$ cat config.mk
export PLATFORM = sky130hd
export DESIGN_NAME = game_ctrl_flat
export DESIGN_NICKNAME = d
export VERILOG_FILES = /design/src/rtl/game_ctrl_if.sv /design/src/rtl/game_ctrl.sv /design/src/flat_wrapper.sv
export SDC_FILE = /design/constraint.sdc
export NUM_CORES = 1
export LEC_CHECK = 0
export ABC_AREA = 0
export CAP_MARGIN = 25
export CORE_UTILIZATION = 40
export DETAILED_ROUTE_END_ITERATION = 10
export PLACE_DENSITY = 0.56
export RECOVER_POWER = 50
export SLEW_MARGIN = 15
export SYNTH_ARGS = -nofsm -noshare
export SYNTH_HDL_FRONTEND = slang
export SYNTH_SLANG_ARGS = --single-unit
$ cat constraint.sdc
create_clock -name clk -period 2.2 [get_ports clk]
set_input_delay 0.55 -clock clk [delete_from_list [all_inputs] [get_ports clk]]
set_output_delay 0.55 -clock clk [all_outputs]
set_load 0.005 [all_outputs]
$ cat src/rtl/game_ctrl_if.sv
// Button, collision and status bundle between the game logic and game_ctrl.
// The slave side is the controller; the master side drives buttons and collide.
interface game_ctrl_if;
    logic       btn_start;
    logic       btn_speed;
    logic       collide;
    logic       gameover;
    logic       speed;
    logic       score_clr;
    logic [1:0] state;

    modport master (
        output btn_start, btn_speed, collide,
        input  gameover, speed, score_clr, state
    );

    modport slave (
        input  btn_start, btn_speed, collide,
        output gameover, speed, score_clr, state
    );
endinterface

$ cat src/rtl/game_ctrl.sv
// Game controller: synchronized/debounced buttons driving an IDLE/RUN/OVER FSM.
// Optional macro AUTO_SPEEDUP_EN forces fast speed after SPEEDUP_CYCLES in RUN.
module game_ctrl #(
    parameter int unsigned DB_MAX         = 1000000,
    parameter int unsigned SPEEDUP_CYCLES = 500000000
) (
    input  logic        clk,
    input  logic        rst,
    game_ctrl_if.slave  io
);
    localparam int unsigned DBW = $clog2(DB_MAX + 1);

    typedef enum logic [1:0] {
        S_IDLE = 2'b00,
        S_RUN  = 2'b01,
        S_OVER = 2'b10
    } state_e;

    logic [1:0]     raw;
    logic [1:0]     sync1_q;
    logic [1:0]     sync2_q;
    logic [1:0]     db_q;
    logic [1:0]     dbp_q;
    logic [DBW-1:0] db_cnt_q [2];
    logic [DBW-1:0] db_cnt_d [2];
    logic           start_press;
    logic           speed_press;
    logic           sp_hit;

    state_e state_q;
    logic   gameover_q;
    logic   speed_q;
    logic   clr_q;

    // bit 0 = start, bit 1 = speed
    assign raw = {io.btn_speed, io.btn_start};

    always_comb begin
        for (int i = 0; i < 2; i++) begin
            db_cnt_d[i] = '0;
            if (sync2_q[i] != db_q[i] &&
                db_cnt_q[i] != DBW'(DB_MAX - 1)) begin
                db_cnt_d[i] = db_cnt_q[i] + 1'b1;
            end
        end
    end

    always_ff @(posedge clk) begin
        if (rst) begin
            sync1_q <= '0;
            sync2_q <= '0;
            db_q    <= '0;
            dbp_q   <= '0;
            for (int i = 0; i < 2; i++) begin
                db_cnt_q[i] <= '0;
            end
        end else begin
            sync1_q <= raw;
            sync2_q <= sync1_q;
            dbp_q   <= db_q;
            for (int i = 0; i < 2; i++) begin
                db_cnt_q[i] <= db_cnt_d[i];
                if (sync2_q[i] != db_q[i] &&
                    db_cnt_q[i] == DBW'(DB_MAX - 1)) begin
                    db_q[i] <= sync2_q[i];
                end
            end
        end
    end

    assign start_press = db_q[0] & ~dbp_q[0];
    assign speed_press = db_q[1] & ~dbp_q[1];

`ifdef AUTO_SPEEDUP_EN
    localparam int unsigned SPW = $clog2(SPEEDUP_CYCLES + 1);
    localparam logic [SPW-1:0] SP_LAST = SPW'(SPEEDUP_CYCLES - 1);

    logic [SPW-1:0] sp_cnt_q;

    assign sp_hit = (state_q == S_RUN) && (sp_cnt_q == SP_LAST);

    // Cleared on RUN entry, counts while in RUN, saturates at SP_LAST.
    always_ff @(posedge clk) begin
        if (rst) begin
            sp_cnt_q <= '0;
        end else if (state_q != S_RUN) begin
            if (start_press) begin
                sp_cnt_q <= '0;
            end
        end else if (sp_cnt_q != SP_LAST) begin
            sp_cnt_q <= sp_cnt_q + 1'b1;
        end
    end
`else
    logic unused_speedup;

    assign sp_hit         = 1'b0;
    assign unused_speedup = ^SPEEDUP_CYCLES;
`endif

    always_ff @(posedge clk) begin
        if (rst) begin
            state_q    <= S_IDLE;
            gameover_q <= 1'b1;
            speed_q    <= 1'b0;
            clr_q      <= 1'b0;
        end else begin
            clr_q <= 1'b0;
            unique case (state_q)
                S_IDLE, S_OVER: begin
                    if (start_press) begin
                        state_q    <= S_RUN;
                        gameover_q <= 1'b0;
                        clr_q      <= 1'b1;
                    end
                end
                S_RUN: begin
                    if (io.collide) begin
                        state_q    <= S_OVER;
                        gameover_q <= 1'b1;
                    end
                end
                default: begin
                    state_q    <= S_IDLE;
                    gameover_q <= 1'b1;
                end
            endcase
            if (speed_press && state_q != S_RUN) begin
                speed_q <= ~speed_q;
            end else if (sp_hit) begin
                speed_q <= 1'b1;
            end
        end
    end

    assign io.state     = state_q;
    assign io.gameover  = gameover_q;
    assign io.speed     = speed_q;
    assign io.score_clr = clr_q;
endmodule
$ cat src/flat_wrapper.sv
// flat-port wrapper written by rule: the top's interface ports become plain ports
module game_ctrl_flat 
#(
    parameter int unsigned DB_MAX         = 1000000,
    parameter int unsigned SPEEDUP_CYCLES = 500000000
)
  (clk, rst, io_btn_start, io_btn_speed, io_collide, io_gameover, io_speed, io_score_clr, io_state);
  game_ctrl_if io_i ();
  input  logic clk;
  input  logic rst;
  input wire logic [$bits(io_i.btn_start)-1:0] io_btn_start;
  input wire logic [$bits(io_i.btn_speed)-1:0] io_btn_speed;
  input wire logic [$bits(io_i.collide)-1:0] io_collide;
  output wire logic [$bits(io_i.gameover)-1:0] io_gameover;
  output wire logic [$bits(io_i.speed)-1:0] io_speed;
  output wire logic [$bits(io_i.score_clr)-1:0] io_score_clr;
  output wire logic [$bits(io_i.state)-1:0] io_state;
  assign io_i.btn_start = io_btn_start;
  assign io_i.btn_speed = io_btn_speed;
  assign io_i.collide = io_collide;
  assign io_gameover = io_i.gameover;
  assign io_speed = io_i.speed;
  assign io_score_clr = io_i.score_clr;
  assign io_state = io_i.state;
  game_ctrl #(.DB_MAX(DB_MAX), .SPEEDUP_CYCLES(SPEEDUP_CYCLES)) u_core (.clk(clk), .rst(rst), .io(io_i));
endmodule
After elaboration in Yosys (flattened, before gate mapping) --
Memory sizes are Yosys's and may differ from the RTL's. Cells that the tools add are included.
Storage, ports and cells: flip-flop bits (word level) 13, bits in writable memories 40, input port bits 5, output and inout port bits 5, logic and storage cells 54, memories kept 1
Memory list:
- u_core.db_cnt_q | depth 2, bits a word 20, read ports 2, clocked after Yosys merged registers in 0, write ports 2, RTL line game_ctrl.sv:24 | logic [DBW-1:0] db_cnt_q [2];
Operators by class: add/sub/neg operators 2, eq/ne operators 11, multiplexer cells 14, bitwise logic cells 8, reduce and logical (&&, ||, !) cells 9
Operators by type and width (number):
- two-way mux 20 bit | 4
- adder 20 x 1 -> 20 bit (second input constant) | 2
- equality test 20 bit (second input constant) | 2
- inequality test 20 bit (second input constant) | 2
- two-way mux 1 bit | 6
- logical AND 1 bit | 5
- two-way mux 2 bit | 2
- inequality test 2 x 1 -> 1 bit (second input constant) | 2
- NOT 1 bit | 4
- one-hot mux 2 bit (2 select lines) | 1
- OR reduction 2 bit | 2
- AND 1 bit | 2
- equality test 2 x 1 -> 1 bit (second input constant) | 1
- equality test 2 bit (second input constant) | 1
- logical NOT 2 bit | 1
- inequality test 1 bit | 2
- inequality test 2 bit (second input constant) | 1
- bitwise OR 1 bit | 2
- one-hot mux 1 bit (2 select lines) | 1
- AND reduction 2 bit | 1

Logic depth before layout (Yosys ltp) --
An unclocked memory read counts as a cell.
word-level depth 5, mapped depth 6, mapped depth without buffers 5

Worst setup path before layout --
OpenSTA, ideal clock, no wires.
path kind flip-flop to flip-flop, start point memory u_core.db_cnt_q[0][20] in the netlist's numbering, end point memory u_core.db_cnt_q[0][38] in the netlist's numbering, setup time 0.066 ns, data arrival time 1.896 ns, required time 2.134 ns, setup slack 0.238 ns, cell stages (with the launch flop) 7, buffers on the path 1, clock period less this slack 1.962 ns, cells stage by stage dfxtp_1 -> ha_1 -> nand2_1 -> or4_1 -> buf_2 -> or4_4 -> a21oi_2
RTL lines (RTL line):
- from (decl) | game_ctrl.sv:24

==> impl_summary.log <==
INFO  metric most_common_cell_after_layout_fill_and_taps_aside = dfxtp_1
INFO  metric combinationalPowerShare = 1.8%
INFO  metric dr_wl_met3 = 109 um
INFO  metric pin_count_of_the_biggest_net_entering_global_routing = 21
INFO  metric grt_use_total = 14.71%
INFO  metric final.setup.worst_slack = 165.9 ps
INFO  metric switching_share = 20.33%
INFO  metric top_layer_used = met4
INFO  metric worst_ep_arrival_time = 2220 ps
INFO  metric cts_buf_count = 5
INFO  metric first_pass_iters = 4
INFO  metric detailed_place.area = 2485 um^2
INFO  metric areaGrowthSynthToFinish = 13.36%
INFO  metric max_slew_margin = 77.89%
INFO  metric cpMostUsedCell = or4_1
INFO  metric critical_path_source_type = flip-flop
INFO  metric finalCoreUtilization = 48.55%
INFO  metric top_level_ports = 10
INFO  metric min_delay_path_depth = 1
INFO  metric core.rowCount = 26
INFO  metric cts_max_path_buffers = 2
INFO  metric layout_common_cells = dfxtp_1 (53), nor2_1 (36), xnor2_1 (20), nand3_1 (16), a21oi_1 (16)
INFO  metric leakage = 0.7648 nW
INFO  metric area_of_the_die = 5947 um^2
INFO  metric sequential_share_of_the_synthesized_area = 47.01%
INFO  metric clk_pin_slew_worst_paths = 90 ps
INFO  metric seq_power_share = 64.9%
INFO  metric place.port_buffers = 9
INFO  metric totalNegativeSetupSlack = 0 ps
INFO  metric fp.dieH = 77.12 um
INFO  metric synthesis.nets = 265
INFO  metric maxCapViolCount = 0
INFO  metric timing.hold.worst.class = reg -> reg
INFO  metric routedWlPerCell = 11.40 um
INFO  metric hpwlAfterDp = 2812 um
INFO  metric slew_violations = 0
INFO  metric setup.worst_path.class = reg -> reg
INFO  metric tritoncts = yes
INFO  metric vias = 1,766
INFO  metric hold_buffers = 0
INFO  metric critical_path.cell_chain = or4_1, or4_1, o21ai_1, buf_4, nor2_1
INFO  metric worst_pin_slew = 328.6 ps
INFO  metric met1_length = 2104 um
INFO  metric netlist_area = 2257 um^2
INFO  metric drive_above_1_share = 8.303%
INFO  metric setup_viol = 0
INFO  metric skew = 5.546 ps
INFO  metric antenna_violations_before_repair = 0
INFO  metric grt_overflow = 0
INFO  metric diodes = 0
INFO  metric final-hold-violation-count = 0
INFO  metric post-place-ws = 110.3 ps
INFO  metric hold_ws = 441.6 ps
INFO  metric die_width = 77.12 um
INFO  metric crit_path_max_incr_delay = 560 ps
INFO  metric wl_met2 = 1666 um
INFO  metric ctsResizeCount = 0
INFO  metric average_cell_area_after_synthesis = 8.749 um^2
INFO  metric power_dens_cells = 581.4 nW/um^2
INFO  metric maxClockFrequency = 0.4916 GHz
INFO  metric postSynthRegisterBits = 53
INFO  metric postRouteAntennaNets = 0
INFO  metric htree_num_levels = 2
INFO  metric design.final.nets = 285
INFO  metric status = finished, final reports clean
INFO  metric dp.cells = 341
INFO  metric final_period_minus_worst_setup_slack = 2034 ps
INFO  metric post-route-cell-area = 2559 um^2
INFO  metric net-switching-power = 0.3025 mW
INFO  metric detail_route.iter0.violations = 51
INFO  metric worst-r2r-cell-count = 5
INFO  metric worst-endpoint-required = 2390 ps
INFO  metric core = 5270 um^2
INFO  metric clkPwrFrac = 33.3%
INFO  metric maximum_resistive_drop_on_vdd = 0.0003418 V
INFO  metric netlist-cell-type-count = 34
INFO  metric drc_errors = 0
INFO  metric vias_per_cell = 5.089
INFO  metric clk_tree_root_cell = clkbuf_8
INFO  metric wirelength = 3956 um
INFO  metric initial_utilization = 42.83%
INFO  metric design_power_total = 1.488 mW
INFO  metric path_max_fanout = 20
INFO  metric finalWeightedCongestion = 0.7852
INFO  metric global_route_wire_length_before_repair = 7093 um
INFO  metric cts.sink_count = 53
INFO  metric crit_end_element = flip-flop
INFO  metric cp_slowest_cell = or4_1
INFO  metric yosysWarningCount = 0
INFO  metric final_min_period_over_clock_period = 92.46%
INFO  metric power.internal = 1.185 mW
INFO  metric clkLatencyLatePin = 300 ps
INFO  metric post_cts_buffers = 0
INFO  metric fin_cells = 347
INFO  metric first_global_vias = 1,625
INFO  metric rsz0062_at_grt = false
INFO  metric netlist_instances = 258
routing by layer:
metal,global-route usage (%),vias to the layer above
met5,0,-
met1,19.37,803
met2,22.39,18
met4,6.792,0
met3,3.690,8
li1,-,937
sequential cells by signal, summed over array words and instances, names as in the netlist:
register,cells
u_core.db_cnt_q,40
u_core.db_q,2
u_core.dbp_q,2
u_core.io.state,2
u_core.sync1_q,2
u_core.sync2_q,2
u_core.io.gameover,1
u_core.io.score_clr,1
u_core.io.speed,1
power groups by stage:
stage | Sequential [mW] | Combinational [mW] | Clock [mW]
6_report | 0.965 | 0.0262 | 0.496
5_1_grt | 0.966 | 0.0298 | 0.560
4_1_cts | 0.965 | 0.0279 | 0.524
3_5_place_dp | 0.988 | 0.0276 | 0
3_3_place_gp | 0.988 | 0.0274 | 0
2_1_floorplan | 0.987 | 0.0139 | 0
worst max-delay path: cells and delay by family, from the launching register on:
kind            cells  cell delay (ps)
simple gates        3             1150
buf+inv             1              260
compound gates      1              150
flops               1              360
worst paths after layout:
kind | end | slack [ps] | start
max reg2reg | u_core.db_cnt_q[0][22] | 170 | u_core.db_cnt_q[0][33]
min reg2reg | u_core.sync2_q[0] | 440 | u_core.sync1_q[0]
max | u_core.db_cnt_q[0][22] | 170 | u_core.db_cnt_q[0][33]
min | u_core.sync2_q[0] | 440 | u_core.sync1_q[0]
synth_stat cells, drive strengths merged:
library cell / number / area, um^2
a21oi: 17 / 88.84
a22oi: 1 / 7.510
and2: 1 / 6.260
and3: 2 / 12.51
buf: 5 / 25.02
clkbuf: 2 / 7.510
dfxtp: 53 / 1061
ha: 2 / 25.02
inv: 11 / 41.29
nand2: 12 / 45.04
nand2b: 1 / 6.260
nand3: 17 / 90.09
nand4: 6 / 43.79
nand4b: 2 / 17.52
nor2: 36 / 135.1
nor2b: 9 / 56.30
nor3: 6 / 30.03
nor3b: 2 / 15.01
nor4: 5 / 31.28
o21ai: 13 / 65.06
o21bai: 1 / 7.510
o31ai: 4 / 30.03
or2: 1 / 6.260
or3: 8 / 50.05
or3b: 1 / 8.760
or4: 11 / 86.33
or4b: 3 / 30.03
xnor2: 20 / 175.2
xor2: 6 / 52.55
cells by family after synthesis:
family                   Yosys count  share of synthesized area (%)
adder cells (fa/ha/maj)            2                          1.108
flip-flops                        53                          47.01
AO/OA/AOI/OAI                     36                          8.814
AND/OR/NAND/NOR                  123                          29.71
XOR/XNOR                          26                          10.09
buffers and inverters             18                          3.270
area by class of cell:
| class | count | area, um^2 |
|---|---|---|
| clock buffers | 5 | 68.82 |
| repair buffers | 20 | 168.9 |
| multi-input cells | 187 | 1126 |
| well taps | 70 | 87.58 |
| flip-flops and latches | 53 | 1061 |
| clock inverters | 1 | 5.005 |
| inverters | 11 | 41.29 |
| fillers | 551 | 2711 |
No activity file was read; power rests on OpenSTA's default activity.
